--- config.mk ---
export PLATFORM = sky130hd
export DESIGN_NAME = plab3_mem_wben_serializer
export DESIGN_NICKNAME = d
export VERILOG_FILES = /design/src/rtl/plab3_mem_wben_serializer.sv
export SDC_FILE = /design/constraint.sdc
export NUM_CORES = 1
export LEC_CHECK = 0
export ABC_AREA = 1
export BUFFER_PORTS_ARGS = -buffer_cell sky130_fd_sc_hd__buf_2
export CAP_MARGIN = 20
export CORE_ASPECT_RATIO = 1.4
export CORE_MARGIN = 1.5
export CORE_UTILIZATION = 47
export CTS_CLUSTER_SIZE = 40
export DETAILED_ROUTE_END_ITERATION = 16
export GPL_ROUTABILITY_DRIVEN = 0
export PLACE_DENSITY = 0.78
export SLEW_MARGIN = 20
export SYNTH_ARGS = -nofsm -noshare
export SYNTH_HDL_FRONTEND = slang
export SYNTH_SLANG_ARGS = --single-unit
--- constraint.sdc ---
create_clock -name clk -period 4.6 [get_ports clk]
set_clock_uncertainty 0.15 [all_clocks]
set_input_delay 0.46 -clock clk [delete_from_list [all_inputs] [get_ports clk]]
set_output_delay 0.46 -clock clk [all_outputs]
set_load 0.005 [all_outputs]
--- src/rtl/plab3_mem_wben_serializer.sv ---
// Splits one masked cache-line write into ascending word-write beats.
// PLAB3_MEM_WBEN_SER_B2B_EN: accept the next line alongside the final beat.
module plab3_mem_wben_serializer #(
    parameter  int p_idx_nbits  = 2,
    localparam int c_nwords     = 1 << p_idx_nbits,
    localparam int c_mask_nbits = 4 * c_nwords,
    localparam int c_line_nbits = 8 * c_mask_nbits
) (
    input  logic                    clk,
    input  logic                    reset,
    input  logic                    in_val,
    output logic                    in_rdy,
    input  logic [c_mask_nbits-1:0] in_wben,
    input  logic [c_line_nbits-1:0] in_data,
    output logic                    out_val,
    input  logic                    out_rdy,
    output logic [p_idx_nbits-1:0]  out_idx,
    output logic [3:0]              out_byten,
    output logic [31:0]             out_data,
    output logic                    out_last
);

    typedef enum logic {IDLE, BUSY} state_t;

    state_t                  state;
    logic [c_mask_nbits-1:0] mask_q;
    logic [c_line_nbits-1:0] data_q;
    logic                    rdy_q;

    logic [p_idx_nbits-1:0]  idx;
    logic [c_mask_nbits-1:0] clr;
    logic [c_mask_nbits-1:0] rest;
    logic                    busy;
    logic                    in_fire;
    logic                    out_fire;

    // Priority pick of the lowest word that still has enabled bytes
    always_comb begin
        idx = '0;
        for (int w = c_nwords - 1; w >= 0; w--) begin
            if (mask_q[4*w +: 4] != 4'h0) idx = p_idx_nbits'(w);
        end
    end

    assign clr  = {{(c_mask_nbits-4){1'b0}}, 4'hF} << {idx, 2'b00};
    assign rest = mask_q & ~clr;
    assign busy = (state == BUSY);

    assign out_val   = busy;
    assign out_idx   = idx;
    assign out_byten = mask_q[{idx, 2'b00} +: 4];
    assign out_data  = data_q[{idx, 5'b00000} +: 32];
    assign out_last  = busy && (rest == '0);

`ifdef PLAB3_MEM_WBEN_SER_B2B_EN
    assign in_rdy = rdy_q | (busy & out_last & out_rdy);
`else
    assign in_rdy = rdy_q;
`endif

    assign in_fire  = in_val & in_rdy;
    assign out_fire = out_val & out_rdy;

    // rdy_q stays low for the first cycle after reset release
    always_ff @(posedge clk or posedge reset) begin
        if (reset) begin
            state  <= IDLE;
            mask_q <= '0;
            data_q <= '0;
            rdy_q  <= 1'b0;
        end else begin
            rdy_q <= (state == IDLE);
            if (out_fire) begin
                mask_q <= rest;
                if (out_last) begin
                    state <= IDLE;
                    rdy_q <= 1'b1;
                end
            end
            if (in_fire) begin
                mask_q <= in_wben;
                data_q <= in_data;
                state  <= (in_wben != '0) ? BUSY : IDLE;
                rdy_q  <= (in_wben == '0);
            end
        end
    end

    assert property (@(posedge clk) disable iff (reset)
        out_val |-> (out_byten != 4'h0));

endmodule
# == Word-level counts from Yosys, hierarchy flattened ==
# Cells that the tools add are included.
# totals
regBits,146
latch_bits,0
mem_bits_rw,0
mem_bits_ro,0
inputBits,148
out_inout_bits,41
wordCells,36
n_memories,0
# classes
addsub,0
mul,0
n_div,0
n_lt_le_gt_ge,0
n_eq_ne,0
n_shift,3
n_mux,13
n_bitwise,5
n_reduce_logical,11
# ops
cell,n
128-bit by 8-bit indexed part select with 32-bit output,1
16-bit logical NOT,2
16-bit two-way mux,2
16-bit AND,1
16-bit NOT,1
16-bit nonzero test,1
4-bit nonzero test,4
16-bit by 5-bit indexed part select with 4-bit output,1
"4-bit by 4-bit left shift with 16-bit output, first input constant",1
2-bit two-way mux,4
1-bit two-way mux,7
2-bit nonzero test,2
1-bit AND,2
2-bit AND reduction,1
1-bit logical AND,1
1-bit NOT,1

# == Longest topological paths before layout ==
# Gate-level depths: netlist of run 1.
# logic_depth
depth_word,13
depth_mapped,11
mapped_depth_nobuf,10

# == Worst setup path before layout of run 1 ==
# No wires, ideal clock.
# synth_path
path_kind,reg2out
startpoint,reg mask_q[9]
endpoint,out out_data[23]
arrival_time_ns,1.369
t_required_ns,3.990
setup_slack_ns,2.621
path_stages_with_launch,11
path_buffers,1
path_cell_list,dfrtp_1 > inv_2 > nand2_2 > nor2_4 > nand2_4 > a21oi_4 > nand2_4 > inv_6 > buf_12 > nand2_1 > nand4_1
# synth_between
elab_chain_len,5
# synth_lines
element,line,source
from (decl),26,logic [c_mask_nbits-1:0] mask_q;
from (signal assigned),74,mask_q <= rest;
from (signal assigned),81,mask_q <= in_wben;
4-bit nonzero test,41,if (mask_q[4*w +: 4] != 4'h0) idx = p_idx_nbits'(w);
2-bit two-way mux (3 in a row),41,
via out_idx[0],17,"output logic [p_idx_nbits-1:0] out_idx,"
128-bit by 8-bit indexed part select with 32-bit output,52,"assign out_data = data_q[{idx, 5'b00000} +: 32];"
to (decl),19,"output logic [31:0] out_data,"
# The timed path passes the listed nets, and every way through them passes these cells.

# == Worst setup path after layout of run 1 ==
# layout_path
startpoint,reg mask_q[4]
endpoint,out out_data[18]
# layout_between
elab_chain_len,4
# layout_lines
element,line
4-bit nonzero test,41
2-bit two-way mux (2 in a row),41
128-bit by 8-bit indexed part select with 32-bit output,52
# No other way between the ends.

==> impl_metrics.tcl, run 1 <==
set metrics [dict create \
    use_met1_pct 28.66 \
    status "completed" \
    leakagePower_nw 4.676 \
    clockBufferDepth 2 \
    regArea_um2 3654 \
    clock_latency_ps 410 \
    cts_buffers 17 \
    tns_ps 0 \
    grt_max_degree 92 \
    coreArea_um2 13970 \
    ff2ff_path_depth 5 \
    wl_per_cell_um 15.19 \
    viasPerCell 5.029 \
    ir_worst_vdd_v 0.0005068 \
    drc 0 \
    hold_path.class "input pin to asynchronous set/reset pin" \
    dp_cells 1155 \
    cts.clk_slew.worst_paths_ps 60 \
    maxCapViolCount 0 \
    drive_above_1_share_pct 27.54 \
    drv_slew 0 \
    post_cts_resize_count 0 \
    multiInputGateArea_um2 2700 \
    ctsHoldBuffers 0 \
    clkSinkCount 146 \
    start_kind "flip-flop" \
    grt-busiest-layer "met2" \
    required_ps 3990 \
    synth_nets 967 \
    initial_utilization_pct 48.13 \
    placed_area_um2 7730 \
    synth-main-ff-cell "dfrtp_1" \
    ant_nets 0 \
    die_area_um2 15050 \
    grt-ovfl-total 0 \
    io_pins 189 \
    die_x_um 104.1 \
    cp-end-kind "output port" \
    finalHoldWorstSlack_ps 40.21 \
    grtUsageMet2_pct 42.80 \
    ys_ff_latch 146 \
    vias 5970 \
    grt_pass1_vias 5871 \
    tightest_slew_ps 933.0 \
    stdcell_area_um2 8394 \
    final_cells 1187 \
    io_buffers 188 \
    antenna_cells 0 \
    cp_max_fo 32 \
    power_w 0.006424 \
    syn_area_um2 6726 \
    final.min_clock_period_ps 3230 \
    post_cts_buffers 0 \
    synth_area_per_cell_um2 8.213 \
    powerDensity_nw_per_um2 765.3 \
    hpwl_mm 12.07 \
    arrival_ps 2620 \
    antenna_found_initial 2 \
    rsz0062_at_grt "false" \
    yosysWarnings 0 \
    setup_viol 0 \
    syn_inst 819 \
    path_class "flip-flop to output port" \
    fillers 1233 \
    relSlewSlack_pct 37.65 \
    seq_area_frac_synth_pct 54.32 \
    drt-total-wl_mm 18.03 \
    rows 51 \
    die_h_um 144.6 \
    drt_iter0_markers 421 \
    fmax_mhz 309.6 \
    synth_cell_types 28 \
    hold_violations 0 \
    cts_tree "built" \
    finalCritPeriodShare_pct 70.21 \
    grtUsageTotal_pct 24.48 \
    firstDrtPassIters 5 \
    final_net_count 1137 \
    synth-edff-count 0 \
    grt_pass1_wl_mm 28.42 \
    async_reset_ff_share_pct 100.0 \
    grt_util_met3_pct 5.137 \
    h-tree-depth 4 \
    areaGrowthSynthToFinish_pct 24.80 \
    root_buffer "clkbuf_16" \
]
==> where the power goes <==
group | internal (W) | switching, W
combinational | 0.000963 | 0.00166
clock | 0.00102 | 0.000534
sequential | 0.00189 | 0.000360
total | 0.00387 | 0.00255
==> state kept, by name (all words and copies together) (netlist names) <==
register  flops
mask_q       16
out_val       1
in_rdy        1
data_q      128
==> synthesized netlist by cell type (8+ instances only) <==
cell | number | area share [%]
nand2_1 | 463 | 26
dfrtp_1 | 146 | 54
inv_1 | 36 | 2.0
o21ai_0 | 23 | 1.7
clkbuf_1 | 21 | 1.2
nand3_2 | 18 | 2.7
a22oi_2 | 17 | 3.2
buf_2 | 13 | 0.97
nand3_1 | 10 | 0.74
a21oi_1 | 8 | 0.60
nor2_1 | 8 | 0.45
o22ai_1 | 8 | 0.74
==> cells by family after synthesis <==
logic type / synth area share [%]
AO/OA/AOI/OAI: 8.296
buffers and inverters: 5.655
flip-flops: 54.32
AND/OR/NAND/NOR: 31.73
==> metrics by stage <==
step / setup WS, ps / util [%]
3_5_place_dp: 1772 / 55.31
3_3_place_gp: 1803 / 55.31
6_report: 1370 / 60.07
4_1_cts: 1360 / 60.07
5_1_grt: 1205 / 60.07
2_1_floorplan: 67.02 / -
==> layout by cell type, fill, tap and decap left out, types with 3 or more instances in the layout <==
master / n
a21oi_1: 8
a22oi_1: 6
a22oi_2: 17
buf_2: 188
buf_4: 4
bufinv_16: 6
clkbuf_16: 17
clkinv_2: 4
clkinv_4: 3
dfrtp_1: 146
inv_1: 35
inv_2: 5
inv_6: 3
nand2_1: 462
nand2_2: 3
nand2_4: 3
nand3_1: 10
nand3_2: 18
nand4_1: 6
nor2_1: 8
o2111ai_1: 6
o21ai_0: 23
o22ai_1: 8
o41ai_1: 3
==> layout make-up <==
class / count / share of cell area, %
Clock buffer: 18 / 5.113
Timing Repair Buffer: 192 / 11.57
Inverter: 43 / 2.072
Sequential cell: 146 / 43.52
Multi-Input combinational cell: 589 / 32.17
Tap cell: 185 / 2.757
Clock inverter: 14 / 2.802
==> metal layers <==
metal	wire length [um]	vias up
met1	7169	2774
met3	946	44
met5	27	-
met4	567	4
li1	-	2916
met2	9317	232
==> worst paths after layout <==
kind | start | to | slack, ps
worst max-delay path | mask_q[4]$_DFFE_PP0P_ | out_data[18] | 1370
worst min-delay path | reset | data_q[112]$_DFFE_PP0P_ | 40
worst max register to register | in_rdy$_DFF_PP0_ | mask_q[13]$_DFFE_PP0P_ | 1900
worst min register to register | data_q[60]$_DFFE_PP0P_ | data_q[60]$_DFFE_PP0P_ | 330
max in group asynchronous | reset | data_q[17]$_DFFE_PP0P_ | 3300
min in group clk | in_data[47] | data_q[47]$_DFFE_PP0P_ | 90
==> critical path: stages, from the launching register on <==
cell       delay (ps)
dfrtp_1           410
nor2_1            130
nand3_1            90
inv_1             150
nand4_2           210
inv_2             690
nand2_1           190
o2111ai_1         180
buf_2             160
Note: power is estimated with default switching activity, not from simulation.
==> run 2: changes to the inputs <==
- clock period: 4.6 -> 2.7 ns (I/O delays scaled with it)
==> run 2 against run 1 <==
Net effect:
- worst hold slack worse by 21 ps
- core utilization up 11 points
- critical path depth up 3
- non-clock buffer count up 150
- power up 73%
- clock-buffer cell count up 9
- global-route usage up 5.1 points
- critical path type unchanged
- largest cell class unchanged
- largest power group unchanged
==> impl_metrics.tcl, run 2 (synthesis results as in run 1) <==
set metrics [dict create \
    cp_max_fo 21 \
    rr_endpoint "mask_q[11]$_DFFE_PP0P_" \
    finalHoldWorstSlack_ps 19.09 \
    setup_viol 0 \
    die_area_um2 15050 \
    grtUsageTotal_pct 29.63 \
    final_net_count 1287 \
    clkPwrFrac_pct 20.2 \
    crit_path_end "out_data[23]" \
    ir_worst_vdd_v 0.0005610 \
    p_sw_share_pct 40.99 \
    fmax_mhz 377.2 \
    pwr-share-comb_pct 44.7 \
    maxCapViolCount 0 \
    post_cts_buffers 0 \
    grt_pass1_vias 7196 \
    finalCritPeriodShare_pct 98.18 \
    drt-total-wl_mm 21.72 \
    ant_nets 0 \
    coreArea_um2 13970 \
    viasPerCell 5.179 \
    areaGrowthSynthToFinish_pct 46.74 \
    status "completed" \
    ff2ff_path_depth 5 \
    initial_utilization_pct 48.13 \
    r2r-start "in_rdy$_DFF_PP0_" \
    final_util_pct 70.63 \
    cts_tree "built" \
    reg_top3 "data_q: 128 flops, mask_q: 16 flops" \
    root_buffer "clkbuf_16" \
    wl_per_cell_um 16.25 \
    rows 51 \
    clockBufferDepth 2 \
    drt_iter0_markers 487 \
    power_w 0.01113 \
    required_ps 2280 \
    die_x_um 104.1 \
    power.switching_w 0.004561 \
    cp-startpoint "mask_q[9]$_DFFE_PP0P_" \
    drv_slew 0 \
    vias 6924 \
    h-tree-depth 4 \
    firstDrtPassIters 5 \
    die_h_um 144.6 \
    hold_path.class "input pin to flip-flop" \
    pwr-share-seq_pct 35.1 \
    rsz0062_at_grt "true" \
    clock_latency_ps 410 \
    grt-ovfl-total 0 \
    largest_reg_flops 128 \
    grt_max_degree 144 \
    mostFrequentLayoutCell "nand2_1" \
    arrival_ps 2230 \
    antenna_found_initial 1 \
    tightest_slew_ps 595.9 \
    io_buffers 188 \
    drc 0 \
    grt_pass1_wl_mm 34.20 \
    cp-end-kind "output port" \
    clkSinkCount 146 \
    dp_cells 1163 \
    start_kind "flip-flop" \
    io_pins 189 \
    relSlewSlack_pct 60.19 \
    powerDensity_nw_per_um2 1127 \
    final.min_clock_period_ps 2651 \
    intPower_w 0.006566 \
    cts_buffers 17 \
    mostFrequentLayoutCells "nand2_1, buf_2, dfrtp_1" \
    hpwl_mm 12.44 \
    leakagePower_nw 5.259 \
    cts.clk_slew.worst_paths_ps 50 \
    path_class "flip-flop to output port" \
    hold_violations 0 \
    final_cells 1337 \
    drive_above_1_share_pct 24.67 \
    reg2reg_slack_ps 820 \
    regMostFlops "data_q" \
]
## run 2: changes by cell type in the layout (fill, tap and decap cells not counted), sizes merged
cell         delta
dlygate4sd3   +142
bufinv          -5
buf             +8
clkinv          -4
clkinvlp        +2
clkbuf          +9
inv             -3
diode           +1
## run 2: final cells by class
| class | instances | area, um^2 |
|---|---|---|
| Multi-Input combinational cell | 589 | 2726 |
| Antenna cell | 1 | 2.502 |
| Fill cell | 981 | 4104 |
| Sequential cell | 146 | 3654 |
| Inverter | 43 | 182.7 |
| Tap cell | 185 | 231.5 |
| Clock inverter | 4 | 47.55 |
| Timing Repair Buffer | 342 | 2514 |
| Clock buffer | 27 | 513.0 |
## run 2: how the worst min path moves through the flow
stage,startpoint,endpoint,slack (ps),cells past startpoint
floorplan,in_data[0],data_q[0]$_DFFE_PP0P_,230,2
global placement,reset,data_q[105]$_DFFE_PP0P_,220,2
detailed placement,reset,data_q[104]$_DFFE_PP0P_,220,2
CTS,in_wben[4],mask_q[4]$_DFFE_PP0P_,0.9,3
global route,in_wben[4],mask_q[4]$_DFFE_PP0P_,30,3
finish,in_wben[4],mask_q[4]$_DFFE_PP0P_,20,3
## run 2: layer usage
| metal | global-route usage (%) | part of all wire, % | wire length, um | vias to the layer above |
|---|---|---|---|---|
| li1 | - | - | - | 3211 |
| met1 | 32.47 | 37 | 8072 | 3198 |
| met2 | 51.48 | 51 | 11030 | 401 |
| met3 | 6.084 | 6.1 | 1321 | 114 |
| met4 | 21.35 | 6.0 | 1299 | 0 |
| met5 | 0 | 0 | 0 | - |
## run 2: worst max-delay path, cell delays in order (launching register included)
cell      delay [ps]
dfrtp_1          390
inv_2             80
nand2_2           70
nor2_4           150
nand2_1          130
nand2_1          140
nand3_2          130
clkinv_4         150
buf_12           190
nand2_1          110
nand4_1          150
buf_2            130
## run 2: power groups by stage
stage	registers, W	clock network, W	logic, W
floorplan	0.00371	0	0.00301
global placement	0.00385	0	0.00446
detailed placement	0.00387	0	0.00453
CTS	0.00386	0.00228	0.00472
global route	0.00401	0.00236	0.00548
finish	0.00391	0.00225	0.00497
## run 2: through the flow
step                setup TNS, ps  setup slack, ps  instance area, um^2
finish                          0            49.12                 9871
global route               -130.1           -44.60                 9871
detailed placement              0            470.9                 7839
CTS                             0            46.59                 9824
global placement                0            472.1                 7839
floorplan                       0            447.0                 6730
## run 2: repair_timing
action | 4_1_cts | 5_1_grt
resized for setup | 1 | 13
hold buffers | 142 | 0
setup endpoints to repair | 2 | 35
hold endpoints to repair | 163 | 0
==> run 3: changes to the inputs <==
- CORE_UTILIZATION: 47 -> 56
- GPL_TIMING_DRIVEN: unset -> 0
- PLACE_DENSITY: 0.78 -> 0.87
- clock period: 2.7 -> 3.34 ns (I/O delays scaled with it)
==> run 3 against run 2 <==
Net effect:
- the flow now finishes with violations (hold timing)
- routed wire length increased by 23%
- critical path depth shrank 2
- combinational power fell by 14%
- sequential power down 18%
- worst hold slack got worse by 33 ps
- global-route usage rose by 14 points
- register-to-register slack improved by 170 ps
- sequential cell count stayed put
- non-clock buffer count rose by 14
- largest power group unchanged
- highest routed layer unchanged
==> impl_metrics.tcl, run 3 (synthesis results as in run 1) <==
set metrics [dict create \
    firstDrtPassIters 6 \
    power.switching_w 0.004071 \
    largest_reg_flops 128 \
    pwr-share-seq_pct 33.6 \
    io_pins 189 \
    status "finished, violations left" \
    initial_utilization_pct 57.19 \
    clkPwrFrac_pct 21.6 \
    post_cts_buffers 0 \
    wl_per_cell_um 20.26 \
    vias 7718 \
    violations "hold timing" \
    setup_viol 0 \
    finalCritPeriodShare_pct 89.44 \
    use_met1_pct 43.32 \
    grt_max_degree 36 \
    ir_worst_vdd_v 0.0005507 \
    grtUsageMet2_pct 69.84 \
    hpwl_mm 14.35 \
    cp-startpoint "mask_q[0]$_DFFE_PP0P_" \
    post_cts_resize_count 0 \
    crit_path_end "out_byten[2]" \
    critPathTopFamily "compound AO/OA/AOI/OAI gates" \
    final_net_count 1301 \
    required_ps 2860 \
    die_h_um 132.7 \
    relSlewSlack_pct 33.70 \
    fmax_mhz 334.8 \
    grt_pass1_wl_mm 40.31 \
    mostFrequentLayoutCell "nand2_1" \
    grt-busiest-layer "met2" \
    pwr-share-comb_pct 44.8 \
    cp_num_cells 9 \
    clockBufferDepth 2 \
    rows 47 \
    intPower_w 0.005465 \
    cts_buffers 17 \
    drc 0 \
    h-tree-depth 4 \
    die_area_um2 12690 \
    ctsHoldBuffers 120 \
    crit_buf_inv 2 \
    reg2reg_slack_ps 990 \
    ant_nets 0 \
    fillers 620 \
    root_buffer "clkbuf_16" \
    grtUsageTotal_pct 43.50 \
    slowest_delay_ps 480 \
    start_kind "flip-flop" \
    maxCapViolCount 0 \
    grt-ovfl-total 0 \
    finalHoldWorstSlack_ps -14.04 \
    clkSinkCount 146 \
    path_class "flip-flop to output port" \
    hold_violations 4 \
    cp-end-kind "output port" \
    reg_top3 "data_q: 128 flops, mask_q: 16 flops" \
    drive_above_1_share_pct 25.09 \
    clock_latency_ps 430 \
    p_sw_share_pct 42.69 \
    tns_ps 0 \
    powerDensity_nw_per_um2 970.4 \
    tightest_slew_ps 985.4 \
    grt_util_met3_pct 16.03 \
    cp_max_fo 10 \
    leakagePower_nw 5.303 \
    final.min_clock_period_ps 2987 \
    hold_path.class "input pin to flip-flop" \
    areaGrowthSynthToFinish_pct 46.09 \
    cts_tree "built" \
    cp_slowest_cell "o21ai_0" \
    grt_pass1_vias 7979 \
    drt_iter0_markers 762 \
    cts.clk_slew.worst_paths_ps 60 \
    antenna_found_initial 3 \
    coreArea_um2 11760 \
    ff2ff_path_depth 6 \
    arrival_ps 2500 \
    mostFrequentLayoutCells "nand2_1, buf_2, dfrtp_1" \
    die_x_um 95.63 \
    drv_slew 0 \
    crit_chain "nor2_1 > nand3_2 > nor2_1 > nand3_1 > buf_2 > o21ai_0 > a21oi_1 > o21ai_0 > buf_2" \
    regMostFlops "data_q" \
    viasPerCell 5.869 \
    drt-total-wl_mm 26.64 \
    rr_endpoint "data_q[83]$_DFFE_PP0P_" \
    io_buffers 188 \
    r2r-start "in_rdy$_DFF_PP0_" \
    rsz0062_at_grt "false" \
]
run 3: changes by cell type in the layout (fill, tap and decap cells not counted), sizes merged:
cell         before  now
inv              41   42
clkinv            3    4
bufinv            1    4
dlygate4sd3     142  122
buf             200  213
clkbuf           27   42
diode             1    4
run 3: cell type report:
class	instances	area [um^2]	area share, %
antenna	4	10.01	0.1019
buffer	41	214.0	2.177
clock buffer	21	470.5	4.787
clock inverter	9	155.1	1.579
inverter	43	170.2	1.732
multi-input combinational	589	2693	27.40
sequential	146	3654	37.18
tap	147	183.9	1.872
timing repair buffer	315	2277	23.17
run 3: tightest hold or removal path, delay by kind of cell:
kind,cells,cell delay (ps)
AND/OR/NAND/NOR,2,120
buffers and inverters,1,70
run 3: worst min-delay path by stage:
stage                                  end                   start  cells after the start  slack, ps
floorplan            data_q[0]$_DFFE_PP0P_              in_data[0]                      2        290
global placement    data_q[34]$_DFFE_PP0P_  data_q[34]$_DFFE_PP0P_                      2        310
detailed placement  data_q[73]$_DFFE_PP0P_                   reset                      2        190
CTS                 mask_q[10]$_DFFE_PP0P_             in_wben[10]                      3        0.2
global route        mask_q[11]$_DFFE_PP0P_             in_wben[11]                      3          4
finish              data_q[51]$_DFFE_PP0P_             in_data[51]                      3        -10
run 3: routing by layer:
metal | wire length [um] | share of wire (%)
met2 | 12900 | 48
met1 | 8481 | 32
met5 | 0 | 0
met4 | 2595 | 9.7
met3 | 2659 | 10
run 3: through the flow:
stage | instance area (um^2) | cells | power, W | setup slack, ps | utilization (%)
after floorplan | 6730 | 819 | 0.005436 | 1023 | -
after global placement | 7855 | 1154 | 0.006778 | 201.9 | 66.79
after detailed placement | 7970 | 1159 | 0.006939 | 986.8 | 67.77
after CTS | 9797 | 1309 | 0.009124 | 496.0 | 83.30
after global routing | 9824 | 1314 | 0.009990 | 231.8 | 83.53
final | 9827 | 1315 | 0.009536 | 352.8 | 83.55
run 3: power by group through the flow:
stage / registers, W / logic (W) / clock network [W]
3_3_place_gp: 0.00309 / 0.00369 / 0
5_1_grt: 0.00326 / 0.00460 / 0.00212
3_5_place_dp: 0.00312 / 0.00382 / 0
2_1_floorplan: 0.00300 / 0.00244 / 0
6_report: 0.00320 / 0.00427 / 0.00206
4_1_cts: 0.00311 / 0.00398 / 0.00203
